$ cat src/rtl/dcache_pkg.sv
// Shared data-cache definitions: geometry constants and the refill state type.
package dcache_pkg;

   localparam int WAYS      = 8;
   localparam int SETS      = 2;
   localparam int BLOCK_OFF = 3;
   localparam int TAG_W     = 29;

   typedef enum logic [2:0] {
      S_IDLE = 3'd0,
      S_REQ  = 3'd1,
      S_WAIT = 3'd2,
      S_FILL = 3'd3,
      S_DONE = 3'd4
   } refill_state_e;

endpackage

$ cat src/rtl/dcache_refill_ctrl_victim_rr.sv
// Per-set round-robin victim pointers; a fill only advances the pointer of its own set.
module victim_rr
   import dcache_pkg::*;
#(
   parameter int NWAYS = WAYS,
   parameter int NSETS = SETS,
   localparam int WW   = $clog2(NWAYS),
   localparam int SW   = (NSETS > 1) ? $clog2(NSETS) : 1
)(
   input  logic          clk,
   input  logic          rst,
   input  logic          advance_i,
   input  logic [SW-1:0] set_i,
   output logic [WW-1:0] way_o
);

   logic [WW-1:0] ptr_q [NSETS];

   // Power-of-two way count, so the natural overflow gives the 7->0 wrap.
   always_ff @(posedge clk) begin
      if (rst) begin
         for (int i = 0; i < NSETS; i++) ptr_q[i] <= '0;
      end else if (advance_i) begin
         ptr_q[set_i] <= ptr_q[set_i] + WW'(1);
      end
   end

   assign way_o = ptr_q[set_i];

endmodule

$ cat src/rtl/dcache_refill_ctrl.sv
// Data-cache miss handler: latches a miss, fetches on reads, fills a round-robin victim, pulses done.
// Handshake: memReqValid holds with a stable address until memReqReady; memRespValid counts only in WAIT.
module dcache_refill_ctrl #(
   parameter int ADDR_W   = 32,
   parameter int DATA_W   = 32,
   parameter int WAYS     = dcache_pkg::WAYS,
   parameter int SETS     = dcache_pkg::SETS,
   parameter int TIMEOUT  = 255,
   localparam int SET_W   = (SETS > 1) ? $clog2(SETS) : 1,
   localparam int WAY_W   = $clog2(WAYS),
   localparam int BLK_W   = ADDR_W - dcache_pkg::BLOCK_OFF
)(
   input  logic                       clk,
   input  logic                       rst,
   input  logic                       missValid_i,
   input  logic [ADDR_W-1:0]          missAddr_i,
   input  logic                       missIsWrite_i,
   input  logic [DATA_W-1:0]          missWData_i,
   output logic                       stall_o,
   output logic                       memReqValid_o,
   input  logic                       memReqReady_i,
   output logic [ADDR_W-1:0]          memReqAddr_o,
   input  logic                       memRespValid_i,
   input  logic [DATA_W-1:0]          memRespData_i,
   output logic                       fillValid_o,
   output logic [SET_W-1:0]           fillSet_o,
   output logic [WAY_W-1:0]           fillWay_o,
   output logic [BLK_W-1:0]           fillTag_o,
   output logic [DATA_W-1:0]          fillData_o,
   output logic                       doneValid_o,
   output logic                       errFlag_o,
   output dcache_pkg::refill_state_e  dbgState_o
);
   import dcache_pkg::*;

   localparam int CNT_W = $clog2(TIMEOUT + 1);

   refill_state_e     state_q, state_d;
   logic [BLK_W-1:0]  blk_q, blk_d;
   logic              is_write_q, is_write_d;
   logic [DATA_W-1:0] data_q, data_d;
   logic [CNT_W-1:0]  cnt_q, cnt_d;
   logic              err_q, err_d;
   logic [SET_W-1:0]  set_w;
   logic [WAY_W-1:0]  way_w;
   logic              unused_addr_bits;

   assign unused_addr_bits = ^missAddr_i[BLOCK_OFF-1:0] ^ is_write_q;

   always_ff @(posedge clk) begin
      if (rst) begin
         state_q    <= S_IDLE;
         blk_q      <= '0;
         is_write_q <= 1'b0;
         data_q     <= '0;
         cnt_q      <= '0;
         err_q      <= 1'b0;
      end else begin
         state_q    <= state_d;
         blk_q      <= blk_d;
         is_write_q <= is_write_d;
         data_q     <= data_d;
         cnt_q      <= cnt_d;
         err_q      <= err_d;
      end
   end

   always_comb begin
      state_d    = state_q;
      blk_d      = blk_q;
      is_write_d = is_write_q;
      data_d     = data_q;
      cnt_d      = cnt_q;
      err_d      = err_q;
      stall_o    = 1'b0;
      case (state_q)
         S_IDLE: begin
            if (missValid_i) begin
               stall_o    = 1'b1;
               blk_d      = missAddr_i[ADDR_W-1:BLOCK_OFF];
               is_write_d = missIsWrite_i;
               data_d     = missWData_i;
               // Write-allocate: store data is installed directly, no fetch.
               state_d    = missIsWrite_i ? S_FILL : S_REQ;
            end
         end
         S_REQ: begin
            stall_o = 1'b1;
            if (memReqReady_i) begin
               cnt_d   = '0;
               state_d = S_WAIT;
            end
         end
         S_WAIT: begin
            stall_o = 1'b1;
            if (memRespValid_i) begin
               data_d  = memRespData_i;
               state_d = S_FILL;
            end else if (cnt_q == CNT_W'(TIMEOUT - 1)) begin
               err_d   = 1'b1;
               state_d = S_DONE;
            end else begin
               cnt_d = cnt_q + CNT_W'(1);
            end
         end
         S_FILL: begin
            stall_o = 1'b1;
            state_d = S_DONE;
         end
         S_DONE:  state_d = S_IDLE;
         default: state_d = S_IDLE;
      endcase
   end

   assign set_w = blk_q[SET_W-1:0];

   victim_rr #(
      .NWAYS (WAYS),
      .NSETS (SETS)
   ) u_victim (
      .clk       (clk),
      .rst       (rst),
      .advance_i (state_q == S_FILL),
      .set_i     (set_w),
      .way_o     (way_w)
   );

   // Data outputs are zeroed outside their strobe so idle/reset presents all zeros.
   assign memReqValid_o = (state_q == S_REQ);
   assign memReqAddr_o  = memReqValid_o ? {blk_q, {BLOCK_OFF{1'b0}}} : '0;
   assign fillValid_o   = (state_q == S_FILL);
   assign fillSet_o     = fillValid_o ? set_w : '0;
   assign fillWay_o     = fillValid_o ? way_w : '0;
   assign fillTag_o     = fillValid_o ? blk_q : '0;
   assign fillData_o    = fillValid_o ? data_q : '0;
   assign doneValid_o   = (state_q == S_DONE);
   assign errFlag_o     = err_q;
   assign dbgState_o    = state_q;

endmodule
$ cat config.mk
export PLATFORM = sky130hd
export DESIGN_NAME = dcache_refill_ctrl
export DESIGN_NICKNAME = d
export VERILOG_FILES = /design/src/rtl/dcache_pkg.sv /design/src/rtl/dcache_refill_ctrl_victim_rr.sv /design/src/rtl/dcache_refill_ctrl.sv
export SDC_FILE = /design/constraint.sdc
export NUM_CORES = 1
export LEC_CHECK = 0
export CORE_ASPECT_RATIO = 0.8
export CORE_MARGIN = 2
export CORE_UTILIZATION = 44
export CTS_CLUSTER_SIZE = 16
export DETAILED_ROUTE_END_ITERATION = 6
export PLACE_DENSITY_LB_ADDON = 0.25
export SKIP_CTS_REPAIR_TIMING = 1
export SKIP_LAST_GASP = 1
export SLEW_MARGIN = 20
export SYNTH_ARGS = -nofsm -noshare
export SYNTH_HDL_FRONTEND = slang
export SYNTH_SLANG_ARGS = --single-unit
$ cat constraint.sdc
create_clock -name clk -period 4.6 [get_ports clk]
set_clock_uncertainty 0.05 [all_clocks]
set_input_delay 0.46 -clock clk [delete_from_list [all_inputs] [get_ports clk]]
set_output_delay 0.46 -clock clk [all_outputs]
set_load 0.02 [all_outputs]
After elaboration in Yosys (flattened, before gate mapping):

Memory sizes are Yosys's and may differ from the RTL's. A register that Yosys moved wholly into a read port is not among the register bits.
Cells that the tools add are included.

* register bits: 73
* bits in writable memories: 6
* input port bits: 102
* output and inout bits: 105
* memories kept: 1

Memories
* u_victim.ptr_q: depth 2, width 3, read ports 1, clocked after Yosys merged registers in 1, write ports 2, RTL line dcache_refill_ctrl_victim_rr.sv:17 `logic [WW-1:0] ptr_q [NSETS];`

* $add $sub $neg: 2
* eq/ne operators: 11
* mux-type cells: 30
* bitwise logic cells: 1
* reduce and logical (&&, ||, !) cells: 10

Operators by type and width (number)
* $mux 32: 4
* $pmux 32 s2: 1
* $mux 29: 1
* $mux 8: 3
* $mux 3: 6
* $pmux 8 s2: 1
* $pmux 3 s4: 1
* $mux 1: 11
* $reduce_and 3->1: 3
* $add 8x1->8 const B: 1
* $eq 8x8->1 const B: 1
* $ne 2x2->1 const B: 4
* $eq 3x2->1 const B: 2
* $reduce_or 3->1: 2
* $reduce_and 4->1: 1
* $reduce_bool 2->1: 2
* $add 3x1->3 const B: 1
* $eq 3x1->1 const B: 1
* $eq 3x3->1 const B: 1
* $logic_not 3->1: 1
* $ne 3x3->1 const B: 1
* $mux 2: 1
* $ne 2x1->1 const B: 1
* $pmux 1 s2: 1
* 2 further kinds: 2

Depth between registers and ports, before layout:

* word-level depth: 6
* gate-level depth with buffers: 7
* gate-level depth less buffers: 6

Modules after synthesis:

From an unflattened synthesis, not the netlist that was laid out.

* cell total of the unflattened synthesis: 521
* area total of the unflattened synthesis: 4032.6 um2

By module, submodules not included
* dcache_refill_ctrl: instances 1, cells each 496, area each 3701.0 um2
* victim_rr: instances 1, cells each 25, area each 331.6 um2

Worst setup path after synthesis:

Ideal clock, no wire load.

* kind: flip-flop to output port
* start point: register state_q[0], in the netlist dbgState_o[0]
* end point: output fillWay_o[0]
* arrival: 1.662 ns
* data required time: 4.090 ns
* slack: 2.428 ns
* stages on the path, launching flop included: 6
* buffers on the path: 1
* path through: dfxtp_1 inv_1 or2_1 clkinv_1 clkbuf_1 and2_1

* word-level cells in the longest chain between the ends: 2

Ends and longest elaborated chain
* from (decl): RTL line dcache_refill_ctrl.sv:38 `refill_state_e state_q, state_d;`
* from (signal assigned): RTL line dcache_refill_ctrl.sv:59 `state_q <= state_d;`
* $eq 3x2->1: RTL line dcache_refill_ctrl.sv:131 `assign fillValid_o = (state_q == S_FILL);`
* named net fillValid_o: RTL line dcache_refill_ctrl.sv:25 `output logic fillValid_o,`
* $mux 3: RTL line dcache_refill_ctrl.sv:133 `assign fillWay_o = fillValid_o ? way_w : '0;`
* to (decl): RTL line dcache_refill_ctrl.sv:27 `output logic [WAY_W-1:0] fillWay_o,`

The timed path passes the listed nets, and every way through them passes these cells.

Worst setup path in the final report:

* start point: register state_q[0], in the netlist dbgState_o[0]
* end point: output fillData_o[14]

* word-level cells in the longest chain between the ends: 2

Ends and longest elaborated chain
* $eq 3x2->1: RTL line dcache_refill_ctrl.sv:131
* $mux 32: RTL line dcache_refill_ctrl.sv:135 `assign fillData_o = fillValid_o ? data_q : '0;`
* to (decl): RTL line dcache_refill_ctrl.sv:29 `output logic [DATA_W-1:0] fillData_o,`

Every way passes these cells.

==> results_dict.tcl <==
set metrics [dict create \
    grt_first_pass_wirelength_mm 19.3 \
    power.ir.vdd_worst_v 0.000207 \
    area.growth.synth_to_final_pct 52.9 \
    fp.dieArea_um2 10400 \
    initial_core_util_pct 44.5 \
    detail-route-antenna-nets 0 \
    core_area_um2 9530 \
    worst_pin_slew_ns 1.04 \
    wire_per_inst_um 15.1 \
    report.final.setup_viol 0 \
    detailedRoute.firstPassIterationCount 4 \
    run_status "finished clean" \
    worst_path_max_delay_cell "sky130_fd_sc_hd__clkdlybuf4s50_1" \
    synth_sequential_area_ratio_pct 39.2 \
    post_layout_instance_count_excluding_filler_cells 788 \
    rows 32 \
    place.port_buffers 200 \
    critical_path.reg2reg.endpoint "data_q[14]" \
    ys_warn_count 0 \
    min_period_over_period_pct 72.9 \
    slew_headroom_pct 30.5 \
    dieHeight_um 91.8 \
    synthFlopType "sky130_fd_sc_hd__dfxtp_1" \
    grt_antenna_before_repair 0 \
    rsz0062_at_grt "false" \
    ctsHtreeMaxLevel 3 \
    netlist.area_leader.share_pct 34.9 \
    powerDensity_nw_per_um2 349 \
    path_max_fanout 63 \
    mappedNetlistArea_um2 4240 \
    worstSetupStartpoint "dbgState_o[0]" \
    timing.critical_path.from_type "flip-flop" \
    drt_iter0_markers 156 \
    cts_buffers 9 \
    synth_cells 490 \
    cts_buffer_depth 2 \
    number_of_synthesized_flops_with_an_enable_pin 6 \
    vias 4066 \
    tritoncts_num_sinks 80 \
    final_slew_violations 0 \
    dp_hpwl_mm 8.28 \
    drive_above_1_share_pct 8.22 \
    drcViolationCount 0 \
    number_of_nets_in_the_final_layout 769 \
    cap_viol_max_count 0 \
    overflow 0 \
    crit_arrival_ns 2.84 \
    ff2ff_setup_slack_ns 2.34 \
    timing.hold.worst.start "blk_q[7]" \
    synthesis_stage_register_bit_count 80 \
    first_global_vias 4032 \
    clkLatencyLatePin_ns 0.33 \
    worstHoldPathType "reg -> reg" \
    die_w_um 114 \
    worstSetupPathType "reg -> out" \
    weighted_congestion_at_the_end_of_routability_driven_global_placement 0.773 \
    critical_path.reg2reg.startpoint "dbgState_o[0]" \
    yosysTopAreaCell "sky130_fd_sc_hd__dfxtp_1" \
    cts_tree "built" \
    holdPathEnd "blk_q[7]" \
    antenna_cells_inserted 0 \
    worstPathRequired_ns 4.09 \
    synth-async-reset-ratio_pct 0 \
    postSynthAreaPerCell_um2 8.66 \
    holdPathStages 2 \
    clk_pin_slew_worst_paths_ns 0.06 \
    num_io_pins 207 \
    critPathMostFrequentCell "sky130_fd_sc_hd__buf_4" \
    root_buffer "sky130_fd_sc_hd__clkbuf_16" \
    power.static_leakage_nw 2.43 \
    synth_area_leaders "sky130_fd_sc_hd__dfxtp_1 (35%), sky130_fd_sc_hd__and2_1 (9.3%), sky130_fd_sc_hd__a211oi_2 (8.3%)" \
    finalHoldViolCount 0 \
    ff2ff_path_depth 6 \
    largest_net_degree_at_the_start_of_global_routing 80 \
    grt.total_usage_pct 22.6 \
    synth_cell_types 43 \
    detail_route.vias_per_cell 5.16 \
    hold_slack_ns 0.414 \
    maxClockFrequency_mhz 298 \
    fin_crit_ns 3.35 \
    route.final.wire_length_mm 11.9 \
    yosys-top-cells-count "sky130_fd_sc_hd__dfxtp_1 (74), sky130_fd_sc_hd__and2_1 (63), sky130_fd_sc_hd__nand2_1 (62)" \
    path_cells "buf_4, inv_1, or2_1, clkinv_1, buf_4, and2_1, clkdlybuf4s50_1" \
    post-place-cells 772 \
    end_kind "output pin" \
    timing.setup.tns_ns 0 \
    timing.critical_path.slowest_cell_delay_ns 0.63 \
    synth_most_common_cell "sky130_fd_sc_hd__dfxtp_1" \
]
area by class of cell:
type / instances / area [µm²]
Clock inverter: 4 / 28.8
Inverter: 6 / 22.5
Clock buffer: 12 / 246
Multi-Input combinational cell: 361 / 2330
Sequential cell: 80 / 1660
Timing Repair Buffer: 206 / 2040
Fill cell: 782 / 3040
Tap cell: 119 / 149
report_power, final:
part	internal, W	switching (W)	total, W
Clock	0.000382	0.000275	0.000657
Sequential	0.000813	0.0000660	0.000879
Combinational	0.000322	0.000409	0.000731
routing by layer:
layer | track usage (%) | vias up | routed length [µm]
met4 | 4.17 | 0 | 74
met5 | 0 | - | 0
li1 | - | 2025 | -
met2 | 40.5 | 123 | 5920
met3 | 5.35 | 9 | 776
met1 | 27.8 | 1909 | 5150
placed cells by master, fill, tap and decap left out, types with 7 or more instances in the layout:
cell type                         netlist  layout
sky130_fd_sc_hd__a211oi_2              28      28
sky130_fd_sc_hd__nor3_1                 7       7
sky130_fd_sc_hd__dfxtp_1               74      74
sky130_fd_sc_hd__nand3_1               10      10
sky130_fd_sc_hd__a21oi_1               38      38
sky130_fd_sc_hd__nor2_1                41      41
sky130_fd_sc_hd__nand2_1               62      62
sky130_fd_sc_hd__mux2i_1               34      34
sky130_fd_sc_hd__buf_4                 11       7
sky130_fd_sc_hd__clkdlybuf4s50_1        0     199
sky130_fd_sc_hd__clkbuf_16              0       9
sky130_fd_sc_hd__and2_1                63      63
sky130_fd_sc_hd__and3_1                29      29
per-stage QoR:
step | area, µm² | setup slack, ns | power (W) | utilization (%)
floorplan | 4250 | 2.43 | 0.00140 | -
global placement | 6210 | 1.67 | 0.00159 | 65.2
detailed placement | 6210 | 1.60 | 0.00163 | 65.2
CTS | 6490 | 1.23 | 0.00229 | 68.1
global route | 6490 | 1.08 | 0.00239 | 68.1
finish | 6490 | 1.25 | 0.00227 | 68.1
logic make-up (layout without fill, tap and decap cells):
family	after synthesis	after routing	synth area share [%]
and+or+nand+nor	231	231	28.5
AOI/OAI and AO/OA	87	87	16.4
DFF	80	80	39.2
buffers and inverters	51	228	6.25
muxes	36	36	8.55
adders and majority gates	3	3	0.885
other	1	3	0.0884
xor gates and xnor gates	1	1	0.206
flip-flops by register name, summed over array words and instances (netlist names), named ones only:
signal / flops
data_q: 32
blk_q: 29
cnt_q: 8
u_victim.ptr_q: 6
dbgState_o: 3
errFlag_o: 1
worst max path at each step:
stage	end	slack [ns]	cells after the start
2_1_floorplan	fillWay_o[0]	2.43	5
3_3_place_gp	fillTag_o[12]	1.67	7
3_5_place_dp	fillTag_o[15]	1.60	7
4_1_cts	fillTag_o[15]	1.23	7
5_1_grt	fillTag_o[15]	1.08	7
6_report	fillData_o[14]	1.25	7
worst max-delay path, delay by kind of cell (launching register included):
| family | cells | cell delay, ns |
|---|---|---|
| buffers and inverters | 5 | 1.66 |
| and+or+nand+nor | 2 | 0.51 |
| DFF | 1 | 0.30 |
Power figures use the tool's default switching activity.
